==> src/rtl/sram_like_arbiter_pkg.sv <==
// Shared types and helpers for the SRAM-like arbiter slice.
// Holds the transfer size encodings, the arbiter lock state and the ID-width helper.
package sram_like_arbiter_pkg;

  typedef enum logic [1:0] {
    SIZE_BYTE = 2'd0,
    SIZE_HALF = 2'd1,
    SIZE_WORD = 2'd2
  } size_e;

  typedef enum logic {
    ARB_IDLE   = 1'b0,
    ARB_LOCKED = 1'b1
  } arb_state_e;

  // Channel ID width; a single-bit ID is kept even for one channel.
  function automatic int unsigned id_width(input int unsigned n);
    return (n > 1) ? $clog2(n) : 1;
  endfunction

endpackage

==> src/rtl/sram_like_arbiter_id_fifo.sv <==
// In-order FIFO of granted channel IDs, used to route responses back to their requester.
// Pointers wrap modulo DEPTH; count tracks occupancy 0..DEPTH.
module sram_like_id_fifo #(
  parameter int DEPTH = 4,
  parameter int IDW   = 1
) (
  input  logic                     clk,
  input  logic                     resetn,
  input  logic                     push,
  input  logic [IDW-1:0]           push_id,
  input  logic                     pop,
  output logic [IDW-1:0]           pop_id,
  output logic                     full,
  output logic                     empty,
  output logic [$clog2(DEPTH):0]   count
);

  localparam int PW = $clog2(DEPTH);
  localparam int CW = $clog2(DEPTH) + 1;

  logic [IDW-1:0] mem [DEPTH];
  logic [PW-1:0]  wr_ptr;
  logic [PW-1:0]  rd_ptr;
  logic           do_push;
  logic           do_pop;

  assign full    = (count == CW'(DEPTH));
  assign empty   = (count == '0);
  assign do_push = push && !full;
  assign do_pop  = pop && !empty;
  assign pop_id  = mem[rd_ptr];

  always_ff @(posedge clk or negedge resetn) begin
    if (!resetn) begin
      wr_ptr <= '0;
      rd_ptr <= '0;
      count  <= '0;
    end else begin
      if (do_push) wr_ptr <= wr_ptr + 1'b1;
      if (do_pop)  rd_ptr <= rd_ptr + 1'b1;
      case ({do_push, do_pop})
        2'b10:   count <= count + 1'b1;
        2'b01:   count <= count - 1'b1;
        default: count <= count;
      endcase
    end
  end

  always_ff @(posedge clk) begin
    if (do_push) mem[wr_ptr] <= push_id;
  end

endmodule

==> src/rtl/sram_like_arbiter.sv <==
// Round-robin arbiter merging N_CH SRAM-like channels onto one downstream port.
// Accepted channel IDs are queued so in-order responses return to their requester.
module sram_like_arbiter
  import sram_like_arbiter_pkg::*;
#(
  parameter int N_CH  = 2,
  parameter int DEPTH = 4,
  parameter int AW    = 32,
  parameter int DW    = 32
) (
  input  logic                    clk,
  input  logic                    resetn,
  input  logic [N_CH-1:0]         ch_req,
  input  logic [N_CH-1:0]         ch_wr,
  input  logic [2*N_CH-1:0]       ch_size,
  input  logic [(DW/8)*N_CH-1:0]  ch_wstrb,
  input  logic [AW*N_CH-1:0]      ch_addr,
  input  logic [DW*N_CH-1:0]      ch_wdata,
  output logic [N_CH-1:0]         ch_addr_ok,
  output logic [N_CH-1:0]         ch_data_ok,
  output logic [DW-1:0]           ch_rdata,
  output logic                    m_req,
  output logic                    m_wr,
  output logic [1:0]              m_size,
  output logic [DW/8-1:0]         m_wstrb,
  output logic [AW-1:0]           m_addr,
  output logic [DW-1:0]           m_wdata,
  input  logic                    m_addr_ok,
  input  logic                    m_data_ok,
  input  logic [DW-1:0]           m_rdata,
  output logic [$clog2(DEPTH):0]  outstanding,
  output logic                    err_unexp
);

  localparam int IDW = id_width(N_CH);
  localparam int SW  = DW / 8;

  arb_state_e     state, state_n;
  logic [IDW-1:0] lock_id;
  logic [IDW-1:0] last_grant;
  logic [IDW-1:0] rr_id;
  logic           rr_found;
  logic [IDW-1:0] grant;
  logic [IDW-1:0] head_id;
  logic           full;
  logic           empty;
  logic           handshake;
  logic           pop;

  assign handshake = m_req && m_addr_ok;
  assign pop       = m_data_ok && !empty;

  always_ff @(posedge clk or negedge resetn) begin
    if (!resetn) begin
      state      <= ARB_IDLE;
      lock_id    <= '0;
      last_grant <= IDW'(N_CH - 1);
      err_unexp  <= 1'b0;
    end else begin
      state <= state_n;
      if (m_req && !m_addr_ok) lock_id <= grant;
      if (handshake) last_grant <= grant;
      if (m_data_ok && empty) err_unexp <= 1'b1;
    end
  end

  // Two passes: channels above last_grant first, then wrap to the low ones.
  always_comb begin
    rr_found = 1'b0;
    rr_id    = '0;
    for (int unsigned i = 0; i < N_CH; i++) begin
      if (!rr_found && ch_req[i] && (IDW'(i) > last_grant)) begin
        rr_found = 1'b1;
        rr_id    = IDW'(i);
      end
    end
    for (int unsigned i = 0; i < N_CH; i++) begin
      if (!rr_found && ch_req[i] && (IDW'(i) <= last_grant)) begin
        rr_found = 1'b1;
        rr_id    = IDW'(i);
      end
    end
  end

  always_comb begin
    state_n = state;
    if (m_req) state_n = m_addr_ok ? ARB_IDLE : ARB_LOCKED;
  end

  always_comb begin
    grant      = (state == ARB_LOCKED) ? lock_id : rr_id;
    m_req      = resetn && ((|ch_req) || (state == ARB_LOCKED)) && !full;
    m_wr       = 1'b0;
    m_size     = '0;
    m_wstrb    = '0;
    m_addr     = '0;
    m_wdata    = '0;
    ch_addr_ok = '0;
    ch_data_ok = '0;
    ch_rdata   = m_rdata;
    for (int unsigned i = 0; i < N_CH; i++) begin
      if (IDW'(i) == grant) begin
        m_wr          = ch_wr[i];
        m_size        = ch_size[2*i +: 2];
        m_wstrb       = ch_wstrb[i*SW +: SW];
        m_addr        = ch_addr[i*AW +: AW];
        m_wdata       = ch_wdata[i*DW +: DW];
        ch_addr_ok[i] = handshake;
      end
      if (IDW'(i) == head_id) ch_data_ok[i] = pop;
    end
  end

  sram_like_id_fifo #(
    .DEPTH (DEPTH),
    .IDW   (IDW)
  ) u_id_fifo (
    .clk     (clk),
    .resetn  (resetn),
    .push    (handshake),
    .push_id (grant),
    .pop     (pop),
    .pop_id  (head_id),
    .full    (full),
    .empty   (empty),
    .count   (outstanding)
  );

endmodule

==> config.mk <==
export PLATFORM = sky130hd
export DESIGN_NAME = sram_like_arbiter
export DESIGN_NICKNAME = d
export VERILOG_FILES = /design/src/rtl/sram_like_arbiter_pkg.sv /design/src/rtl/sram_like_arbiter_id_fifo.sv /design/src/rtl/sram_like_arbiter.sv
export SDC_FILE = /design/constraint.sdc
export NUM_CORES = 1
export LEC_CHECK = 0
export ABC_CLOCK_PERIOD_IN_PS = 3600
export CORE_AREA = 2 2 115 117
export DETAILED_ROUTE_END_ITERATION = 10
export DIE_AREA = 0 0 117 119
export PLACE_DENSITY = 0.66
export SYNTH_ARGS = -nofsm -noshare
export SYNTH_HDL_FRONTEND = slang
export SYNTH_SLANG_ARGS = --single-unit
==> constraint.sdc <==
create_clock -name clk -period 3.6 [get_ports clk]
set_clock_uncertainty 0.2 [all_clocks]
set_input_delay 1.08 -clock clk [delete_from_list [all_inputs] [get_ports clk]]
set_output_delay 1.08 -clock clk [all_outputs]
set_load 0.02 [all_outputs]
==> flow_metrics.tcl <==
set metrics [dict create \
    power.density_nw_per_um2 664 \
    drt_iter0_markers 72 \
    crit_buf_inv 6 \
    ys_types 29 \
    p_leak_nw 2.30 \
    fp.dieW_um 117 \
    synth_edf_count 4 \
    met2_length_um 4900 \
    place.gp.congestion 0.687 \
    grt_remaining_overflow 0 \
    path_class "in2out" \
    p_comb_share_pct 83.9 \
    gr-usage-all-layers_pct 13.2 \
    syn-cell-area_um2 2170 \
    rows 42 \
    place_hpwl_um 7510 \
    avgRoutedWirePerCell_um 17.3 \
    place_ws_ns -0.804 \
    outcome "finished with violations" \
    ctsRootBufferMaster "clkbuf_16" \
    required_ns 2.32 \
    syn_inst 174 \
    r2r-start "state$_DFFE_PN0N_" \
    wirelength_met1_um 3570 \
    cts_hold_buffers 0 \
    slew-limit-headroom_pct 67.1 \
    period_minus_slack_ns 3.80 \
    grt_pass1_wl_um 13900 \
    diodes 0 \
    cts_buffers 3 \
    fin_ws_ns -0.202 \
    tritoncts "done" \
    fin_nets 582 \
    drtAntennaViolNets 0 \
    core_um2 12900 \
    worstMarginPinSlew_ns 0.490 \
    rrSetupSlack_ns 1.14 \
    clkPwrFrac_pct 6.4 \
    num_vias 2165 \
    clkSinkCount 15 \
    seq_area_frac_synth_pct 18.3 \
    post_synth.cell_area_avg_um2 12.5 \
    drc 0 \
    viasPerCell 3.79 \
    ys_ff_latch 15 \
    dieArea_um2 13900 \
    hold_path_end "err_unexp$_DFFE_PN0P_" \
    vdd_drop_max_v 0.000377 \
    final_common_cell "clkdlybuf4s50_1" \
    synth_nets 360 \
    violations "setup timing" \
    final_max_slew_viol_count 0 \
    final_cells 571 \
    timing.rr.end "u_id_fifo.count[2]$_DFFE_PN0P_" \
    holdPathStages 1 \
    rsz0062_at_grt "true" \
    firstDrtPassIters 4 \
    ios 292 \
    clock_path_buffers 2 \
    end_kind "output port" \
    wl_met3_um 1350 \
    cp-start-kind "input pin" \
    top_layer_used "met4" \
    cpMaxStageDelayCell "mux2_4" \
    p_switching_mw 1.25 \
    initial_core_util_pct 16.9 \
    p_total_mw 3.31 \
    cp_top_family "buffers and inverters" \
    ys_warn_count 0 \
    die_h_um 119 \
    hold_class "reg2reg" \
    postRouteWirelength_um 9860 \
    path_cells "buf_6 -> a21bo_1 -> o21a_4 -> buf_6 -> buf_12 -> buf_16 -> buf_6 -> mux2_4 -> buf_6" \
    grt_pass1_vias 2380 \
    reg2reg_depth 10 \
    layout_common_cells "clkdlybuf4s50_1, buf_6, mux2_4" \
    clkSlewWorstSetupHoldPaths_ns 0.05 \
    setup_viol 59 \
    area_delta_synth_final_pct 129 \
    swShare_pct 37.9 \
    tns_ns -5.16 \
    cts-htree-levels 1 \
    power.internal_mw 2.05 \
    grt_max_degree 10 \
    synth_async_sr_flop_share_pct 73.3 \
    antenna_found_initial 0 \
    finalHoldViolations 0 \
    hp-start "err_unexp$_DFFE_PN0P_" \
    crit_fanout 6 \
    p_seq_share_pct 9.7 \
    path_common_cell "buf_6" \
    whs_ns 0.255 \
    io_buffer_count 227 \
    fill_cells 1232 \
    drive_gt1_share_pct 48.6 \
    ys.flop_type "dfrtp_1" \
    dpl.cell_count 547 \
    maxCapViolCount 0 \
    clock_latency_ns 0.24 \
    critPathMaxStageDelay_ns 0.29 \
    crit_arrival_ns 2.52 \
    fmax_ghz 0.263 \
    period_share_pct 106 \
]
==> worst max-delay path by stage <==
stage,from,endpoint,slack (ns),depth (start not counted)
floorplan,ch_req[1],m_addr[0],0.28,5
finish,ch_req[1],m_addr[0],-0.20,9
CTS,ch_req[0],m_wstrb[0],-0.26,9
global placement,ch_req[1],m_addr[0],-0.79,6
global route,ch_req[1],m_addr[27],-0.23,9
detailed placement,ch_req[1],m_wdata[29],-0.80,6
==> state kept, by name (all words and copies together), names as in the netlist <==
signal,cells
u_id_fifo.rd_ptr,2
state,1
last_grant,1
u_id_fifo.mem,4
err_unexp,1
lock_id,1
u_id_fifo.wr_ptr,2
u_id_fifo.count,3
==> power by group through the flow <==
stage | combinational, mW | sequential [mW] | clock, mW
floorplan | 1.37 | 0.336 | 0
global placement | 2.15 | 0.321 | 0
detailed placement | 2.17 | 0.324 | 0
CTS | 2.96 | 0.322 | 0.217
global route | 2.93 | 0.334 | 0.225
finish | 2.77 | 0.321 | 0.213
==> logic make-up (layout without fill, tap and decap cells) <==
family,after synthesis,in the layout,synth area share [%]
AOI/OAI and AO/OA,5,5,2.02
DFF,15,15,18.3
and+or+nand+nor,18,18,5.01
muxes,76,76,51.8
adders and majority gates,6,6,3.80
xor gates and xnor gates,6,6,2.42
buffers and inverters,48,269,16.7
==> metrics by stage <==
step / util [%] / instance area [um^2]
2_1_floorplan: - / 2170
3_3_place_gp: 34.4 / 4430
3_5_place_dp: 34.4 / 4430
4_1_cts: 39.6 / 5100
5_1_grt: 38.7 / 4980
6_report: 38.7 / 4980
==> repair_timing <==
action,CTS,global route
gates cloned,9,0
gates resized for setup,442,14
setup buffers,17,2
pin swaps,2,2
setup endpoints to repair,74,73
==> routing by layer <==
metal / GRT usage, % / vias to the layer above
li1: - / 1024
met1: 14.5 / 994
met2: 23.3 / 141
met3: 6.51 / 6
met4: 1.47 / 0
met5: 0 / -
==> area by class of cell <==
type                    count  area (um^2)  share of cell area, %
repair buffers            258         2820                   56.6
multi-input cells         111         1440                   28.9
flip-flops and latches     15          397                   7.96
well taps                 176          220                   4.42
clock buffers               3         75.1                   1.51
inverters                   7         26.3                  0.528
clock inverters             1         5.00                  0.101
==> synthesized netlist by cell type (3+ instances only) <==
cell type / instances / area, um^2
buf_6: 8 / 90.1
ha_1: 5 / 62.6
and2_1: 7 / 43.8
mux2_2: 4 / 45.0
mux2_4: 69 / 1040
nor3_1: 3 / 15.0
dfrtp_1: 10 / 250
xnor2_1: 3 / 26.3
xor2_1: 3 / 26.3
edfxtp_1: 4 / 120
nand2_1: 3 / 11.3
buf_4: 32 / 240
inv_1: 7 / 26.3
No activity file was read; power rests on OpenSTA's default activity.
